**src/rtl/vga_pkg.sv**
```systemverilog
// Shared timing constants and types for the 640x480@60 Hz pixel-timing path.
// Defaults here feed the vga_timing_gen parameters; totals are derived.
package vga_pkg;

    localparam int DEF_H_VISIBLE  = 640;
    localparam int DEF_H_FP       = 16;
    localparam int DEF_H_SYNC     = 96;
    localparam int DEF_H_BP       = 48;
    localparam int DEF_V_VISIBLE  = 480;
    localparam int DEF_V_FP       = 10;
    localparam int DEF_V_SYNC     = 2;
    localparam int DEF_V_BP       = 33;
    localparam int DEF_SYNC_DELAY = 2;

    localparam int DEF_H_TOTAL =
        DEF_H_VISIBLE + DEF_H_FP + DEF_H_SYNC + DEF_H_BP;
    localparam int DEF_V_TOTAL =
        DEF_V_VISIBLE + DEF_V_FP + DEF_V_SYNC + DEF_V_BP;

    typedef logic [9:0] coord_t;

endpackage

```
**src/rtl/vga_timing_gen_if.sv**
```systemverilog
// Bundle of timing outputs from the generator to renderers and game logic.
// master: DrawX/DrawY, blank, hs/vs, line/frame/vblank strobes, frame_count.
interface vga_timing_gen_if;
    import vga_pkg::*;

    coord_t     DrawX;
    coord_t     DrawY;
    logic       blank;
    logic       hs;
    logic       vs;
    logic       line_start;
    logic       frame_start;
    logic       vblank_tick;
    logic [7:0] frame_count;

    modport master (
        output DrawX, DrawY, blank, hs, vs,
        output line_start, frame_start, vblank_tick, frame_count
    );

    modport slave (
        input DrawX, DrawY, blank, hs, vs,
        input line_start, frame_start, vblank_tick, frame_count
    );

endinterface

```
**src/rtl/vga_timing_gen_sync_delay.sv**
```systemverilog
// 2-bit shift register that delays {hs, vs}; all stages reset to 1.
// Ports: clk, rst (async, active-high), d (raw sync), q (delayed sync).
module sync_delay #(
    parameter int DEPTH = 2
) (
    input  logic       clk,
    input  logic       rst,
    input  logic [1:0] d,
    output logic [1:0] q
);

    if (DEPTH == 0) begin : g_pass
        assign q = d;
    end else begin : g_delay
        logic [DEPTH-1:0][1:0] stage_q;
        logic [DEPTH-1:0][1:0] stage_d;

        always_comb begin
            stage_d    = stage_q;
            stage_d[0] = d;
            for (int i = 1; i < DEPTH; i++) begin
                stage_d[i] = stage_q[i-1];
            end
        end

        always_ff @(posedge clk or posedge rst) begin
            if (rst) begin
                stage_q <= '1;
            end else begin
                stage_q <= stage_d;
            end
        end

        assign q = stage_q[DEPTH-1];
    end

endmodule

```
**src/rtl/vga_timing_gen.sv**
```systemverilog
// Pixel-timing generator: counters, blank, strobes, frame count, delayed sync.
// Ports: vga_clk, reset (async, active-high), vga (timing bundle, master).
module vga_timing_gen
    import vga_pkg::*;
#(
    parameter int H_VISIBLE  = DEF_H_VISIBLE,
    parameter int H_FP       = DEF_H_FP,
    parameter int H_SYNC     = DEF_H_SYNC,
    parameter int H_BP       = DEF_H_BP,
    parameter int V_VISIBLE  = DEF_V_VISIBLE,
    parameter int V_FP       = DEF_V_FP,
    parameter int V_SYNC     = DEF_V_SYNC,
    parameter int V_BP       = DEF_V_BP,
    parameter int SYNC_DELAY = DEF_SYNC_DELAY
) (
    input  logic               vga_clk,
    input  logic               reset,
    vga_timing_gen_if.master   vga
);

    localparam int H_TOTAL  = H_VISIBLE + H_FP + H_SYNC + H_BP;
    localparam int V_TOTAL  = V_VISIBLE + V_FP + V_SYNC + V_BP;
    localparam int HS_START = H_VISIBLE + H_FP;
    localparam int HS_END   = HS_START + H_SYNC;
    localparam int VS_START = V_VISIBLE + V_FP;
    localparam int VS_END   = VS_START + V_SYNC;

    coord_t     hc_q, hc_d;
    coord_t     vc_q, vc_d;
    logic [7:0] frame_count_q, frame_count_d;
    logic       blank_q, blank_d;
    logic       line_start_q, line_start_d;
    logic       frame_start_q, frame_start_d;
    logic       vblank_tick_q, vblank_tick_d;
    logic       hs_raw_q, hs_raw_d;
    logic       vs_raw_q, vs_raw_d;
    logic [1:0] sync_dly;

    // Flags are decoded from the next count so they register on the
    // same edge as DrawX/DrawY and stay aligned with them.
    always_comb begin
        hc_d          = hc_q + coord_t'(1);
        vc_d          = vc_q;
        frame_count_d = frame_count_q;
        if (hc_q == coord_t'(H_TOTAL - 1)) begin
            hc_d = '0;
            vc_d = vc_q + coord_t'(1);
            if (vc_q == coord_t'(V_TOTAL - 1)) begin
                vc_d          = '0;
                frame_count_d = frame_count_q + 8'd1;
            end
        end

        blank_d       = (hc_d < coord_t'(H_VISIBLE))
                     && (vc_d < coord_t'(V_VISIBLE));
        line_start_d  = (hc_d == '0);
        frame_start_d = line_start_d && (vc_d == '0);
        vblank_tick_d = line_start_d
                     && (vc_d == coord_t'(V_VISIBLE));
        hs_raw_d      = !((hc_d >= coord_t'(HS_START))
                     && (hc_d < coord_t'(HS_END)));
        vs_raw_d      = !((vc_d >= coord_t'(VS_START))
                     && (vc_d < coord_t'(VS_END)));
    end

    always_ff @(posedge vga_clk or posedge reset) begin
        if (reset) begin
            hc_q          <= '0;
            vc_q          <= '0;
            frame_count_q <= '0;
            blank_q       <= 1'b0;
            line_start_q  <= 1'b0;
            frame_start_q <= 1'b0;
            vblank_tick_q <= 1'b0;
            hs_raw_q      <= 1'b1;
            vs_raw_q      <= 1'b1;
        end else begin
            hc_q          <= hc_d;
            vc_q          <= vc_d;
            frame_count_q <= frame_count_d;
            blank_q       <= blank_d;
            line_start_q  <= line_start_d;
            frame_start_q <= frame_start_d;
            vblank_tick_q <= vblank_tick_d;
            hs_raw_q      <= hs_raw_d;
            vs_raw_q      <= vs_raw_d;
        end
    end

    // Extra delay matches the renderers' colour pipeline latency.
    sync_delay #(
        .DEPTH (SYNC_DELAY)
    ) u_sync_delay (
        .clk (vga_clk),
        .rst (reset),
        .d   ({hs_raw_q, vs_raw_q}),
        .q   (sync_dly)
    );

    assign vga.DrawX       = hc_q;
    assign vga.DrawY       = vc_q;
    assign vga.blank       = blank_q;
    assign vga.line_start  = line_start_q;
    assign vga.frame_start = frame_start_q;
    assign vga.vblank_tick = vblank_tick_q;
    assign vga.frame_count = frame_count_q;
    assign vga.hs          = sync_dly[1];
    assign vga.vs          = sync_dly[0];

endmodule
```
**src/flat_wrapper.sv**
```systemverilog
// flat-port wrapper written by rule: the top's interface ports become plain ports
module vga_timing_gen_flat import vga_pkg::*;
#(
    parameter int H_VISIBLE  = DEF_H_VISIBLE,
    parameter int H_FP       = DEF_H_FP,
    parameter int H_SYNC     = DEF_H_SYNC,
    parameter int H_BP       = DEF_H_BP,
    parameter int V_VISIBLE  = DEF_V_VISIBLE,
    parameter int V_FP       = DEF_V_FP,
    parameter int V_SYNC     = DEF_V_SYNC,
    parameter int V_BP       = DEF_V_BP,
    parameter int SYNC_DELAY = DEF_SYNC_DELAY
)
  (vga_clk, reset, vga_DrawX, vga_DrawY, vga_blank, vga_hs, vga_vs, vga_line_start, vga_frame_start, vga_vblank_tick, vga_frame_count);
  vga_timing_gen_if vga_i ();
  input  logic vga_clk;
  input  logic reset;
  output wire logic [$bits(vga_i.DrawX)-1:0] vga_DrawX;
  output wire logic [$bits(vga_i.DrawY)-1:0] vga_DrawY;
  output wire logic [$bits(vga_i.blank)-1:0] vga_blank;
  output wire logic [$bits(vga_i.hs)-1:0] vga_hs;
  output wire logic [$bits(vga_i.vs)-1:0] vga_vs;
  output wire logic [$bits(vga_i.line_start)-1:0] vga_line_start;
  output wire logic [$bits(vga_i.frame_start)-1:0] vga_frame_start;
  output wire logic [$bits(vga_i.vblank_tick)-1:0] vga_vblank_tick;
  output wire logic [$bits(vga_i.frame_count)-1:0] vga_frame_count;
  assign vga_DrawX = vga_i.DrawX;
  assign vga_DrawY = vga_i.DrawY;
  assign vga_blank = vga_i.blank;
  assign vga_hs = vga_i.hs;
  assign vga_vs = vga_i.vs;
  assign vga_line_start = vga_i.line_start;
  assign vga_frame_start = vga_i.frame_start;
  assign vga_vblank_tick = vga_i.vblank_tick;
  assign vga_frame_count = vga_i.frame_count;
  vga_timing_gen #(.H_VISIBLE(H_VISIBLE), .H_FP(H_FP), .H_SYNC(H_SYNC), .H_BP(H_BP), .V_VISIBLE(V_VISIBLE), .V_FP(V_FP), .V_SYNC(V_SYNC), .V_BP(V_BP), .SYNC_DELAY(SYNC_DELAY)) u_core (.vga_clk(vga_clk), .reset(reset), .vga(vga_i));
endmodule
```
**config.mk**
```make
export PLATFORM = sky130hd
export DESIGN_NAME = vga_timing_gen_flat
export DESIGN_NICKNAME = d
export VERILOG_FILES = /design/src/rtl/vga_pkg.sv /design/src/rtl/vga_timing_gen_if.sv /design/src/rtl/vga_timing_gen_sync_delay.sv /design/src/rtl/vga_timing_gen.sv /design/src/flat_wrapper.sv
export SDC_FILE = /design/constraint.sdc
export NUM_CORES = 1
export LEC_CHECK = 0
export BUFFER_PORTS_ARGS = -buffer_cell sky130_fd_sc_hd__buf_2
export CORE_MARGIN = 4
export CORE_UTILIZATION = 40
export CTS_BUF_LIST = sky130_fd_sc_hd__clkbuf_8
export DETAILED_ROUTE_END_ITERATION = 8
export PLACE_DENSITY = 0.59
export SYNTH_ARGS = -nofsm -noshare
export SYNTH_HDL_FRONTEND = slang
export SYNTH_SLANG_ARGS = --single-unit
```
**constraint.sdc**
```tcl
create_clock -name vga_clk -period 2.44 [get_ports vga_clk]
set_input_delay 0.244 -clock vga_clk [delete_from_list [all_inputs] [get_ports vga_clk]]
set_output_delay 0.244 -clock vga_clk [all_outputs]
set_load 0.02 [all_outputs]
```
==> results.toml <==
[synth]
syn_area_um2 = 2080
synth.distinct_cells = 53
synth_ff_type = "dfrtp_1"
synth_enable_flop_cells = 0
synth_nets = 201
syn_avg_cell_area_um2 = 10.7
async_flop_share_pct = 100
yosysWarnings = 0
synth-seq-area-share_pct = 46.0
syn_inst = 195
synth.ff_latch_count = 38

[cells_and_area]
fin_cells = 318
diodes = 0
fin_util_pct = 52.9
drive_above_1_share_pct = 39.0
final_cell_area_um2 = 2580
nets = 256
synthToLayoutAreaGrowth_pct = 24.0

[cts]
clockRootBuffer = "clkbuf_8"
cts_hold_buf = 0
htreeDepth = 2
cts.clk_slew.worst_paths_ns = 0.08
cts_buffer_depth = 2
cts_sinks = 38
cts_tree = "built"
cts_buffers = 5
clk_latency_ns = 0.29

[placed_design]
dp.cells = 307
io_buffer_count = 35
post_dp_cell_area_um2 = 2390
place_congestion = 0.837
dp_hpwl_um = 3520

[detailed_routing]
viasPerCell = 5.11
avgRoutedWirePerCell_um = 14.5
first_pass_iters = 4
post-route-drc-count = 0
vias = 1626
wl_um = 4620
drt_iter0_markers = 55
antenna_left = 0

[sta]
maxSlewViolCount = 0
worstMarginPinSlew_ns = 0.499
fin_setup_tns_ns = 0
period_minus_slack_ns = 2.31
fmax_mhz = 434
setup_viol = 0
fin_skew_ns = 0.0111
hold_violations = 0
finalCritPeriodShare_pct = 94.5
max_slew_margin_pct = 66.4
holdWs_ns = 0.0571

[global_route]
grt_util_all_layers_pct = 15.7
antenna_found_initial = 0
grt_max_degree = 39
grt_pass1_vias = 1572
grt-ovfl-total = 0
grt_pass1_wl_um = 7780

[worst_setup_path]
endpoint_kind = "register"
cp_max_fo = 7
cp.arrival_ns = 2.49
worstSetupPathType = "reg -> reg"
start_kind = "register"
r2r_setup_slack_ns = 0.13
required_ns = 2.62

[die]
die-area_um2 = 6420
initial_utilization_pct = 42.7
die_y_um = 80.1
die_width_um = 80.1
core_area_um2 = 4880
rows = 25
boundaryPins = 36

[power]
cellPowerDensity_nw_per_um2 = 505
power.leakage_nw = 1.20
irDropWorstVdd_v = 0.000266

[status]
status = "finished clean"

[worst_hold_path]
hp-class = "in -> async"

[job]
cap_violations = 0
cell type report:
class                   instances  area [um^2]
multi-input cells             138         1020
flip-flops and latches         38          958
inverters                      10         37.5
fillers                       463         2300
clock inverters                 2         60.1
clock buffers                   6         82.6
well taps                      67         83.8
repair buffers                 57          340
cells by family after synthesis:
logic type               synth area share, %
flip-flops                              46.0
AND/OR/NAND/NOR                         26.8
buffers and inverters                   6.13
adder cells (fa/ha/maj)                 2.40
XOR/XNOR                                7.57
multiplexers                           0.481
AO/OA/AOI/OAI                           10.6
cell usage in the layout (no fill, tap or decap), drive strengths merged, types with 2 or more instances in the layout:
master / n
buf: 57
dfrtp: 32
nand2: 19
nand3: 11
nor2: 11
inv: 10
xor2: 9
xnor2: 9
nand4: 9
nor3: 8
nor4: 8
o21ai: 8
clkbuf: 6
dfstp: 6
ha: 4
and3: 4
a31oi: 3
nand3b: 3
and2: 3
or3: 3
or3b: 2
o31ai: 2
nand4bb: 2
bufinv: 2
per-layer routing:
metal	wire (um)	track usage, %	part of all wire (%)
met5	0	0	0
met4	50	4.05	1.1
met3	209	3.92	4.5
met2	2120	24.6	46
met1	2230	21.6	48
final timing paths:
kind                       depth (start not counted)                                    from                                     end
setup / recovery                                   7                     u_core.vga.DrawX[1]                  u_core.vga.frame_start
hold / removal                                     3                                   reset                     u_core.vga.DrawX[3]
setup reg to reg                                   7                     u_core.vga.DrawX[1]                  u_core.vga.frame_start
hold reg to reg                                    0  u_core.u_sync_delay.g_delay.stage_d[2]                u_core.u_sync_delay.q[0]
max in group asynchronous                          3                                   reset  u_core.u_sync_delay.g_delay.stage_d[2]
min in group vga_clk                               0  u_core.u_sync_delay.g_delay.stage_d[2]                u_core.u_sync_delay.q[0]
through the flow:
stage | setup WS [ns] | total power [mW]
final | 0.134 | 1.30
after detailed placement | 0.0728 | 0.657
after global routing | -0.00474 | 1.35
after CTS | 0.0485 | 1.32
after floorplan | 0.183 | 0.651
after global placement | 0.0723 | 0.657
power by group:
group	switching, mW	internal, mW	leakage (nW)	total, mW
Combinational	0.0121	0.00174	0.633	0.0138
Sequential	0	0.630	0.491	0.630
Clock	0.223	0.436	0.0714	0.659
Total	0.235	1.07	1.20	1.30
Yosys cell counts, types with 2 or more instances:
cell / n / share of area [%]
dfrtp_1: 32 / 38
and2_1: 2 / 0.60
nor4_2: 3 / 1.8
or3b_1: 2 / 0.84
nand4_2: 2 / 1.2
nor3_1: 8 / 1.9
o21ai_0: 4 / 0.96
xnor2_1: 9 / 3.8
buf_6: 7 / 3.8
o31ai_1: 2 / 0.72
nand4bb_1: 2 / 1.1
nor2_1: 9 / 1.6
nand3_1: 11 / 2.6
inv_1: 10 / 1.8
and3_1: 2 / 0.60
xor2_1: 9 / 3.8
nand3b_1: 3 / 1.1
nand2_1: 19 / 3.4
ha_1: 4 / 2.4
nor2_2: 2 / 0.60
a31oi_1: 3 / 0.90
o21ai_1: 3 / 0.72
and3_2: 2 / 0.72
dfstp_2: 6 / 7.6
nor4_1: 4 / 1.2
nand4_1: 7 / 2.1
or3_1: 2 / 0.60
state kept, by name, indices dropped and copies added (netlist names):
name                                 count
u_core.vga.DrawX                        10
u_core.vga.blank                         1
u_core.vga.frame_count                   8
u_core.vs_raw_q                          1
u_core.u_sync_delay.q                    2
u_core.vga.line_start                    1
u_core.vga.vblank_tick                   1
u_core.u_sync_delay.g_delay.stage_d      2
u_core.vga.DrawY                        10
u_core.vga.frame_start                   1
u_core.hs_raw_q                          1
critical path, cell delays in order, from the launching register on:
cell	delay, ns
dfrtp_1	0.40
ha_2	0.24
and4_2	0.30
and3_4	0.25
o211ai_1	0.17
nor4_4	0.36
o221ai_2	0.18
a2111oi_2	0.30
what timing repair did:
item / in CTS / in global routing
gates resized for setup: 0 / 6
setup endpoints to repair: 0 / 1
setup buffers: 0 / 3
Note: power is estimated with default switching activity, not from simulation.
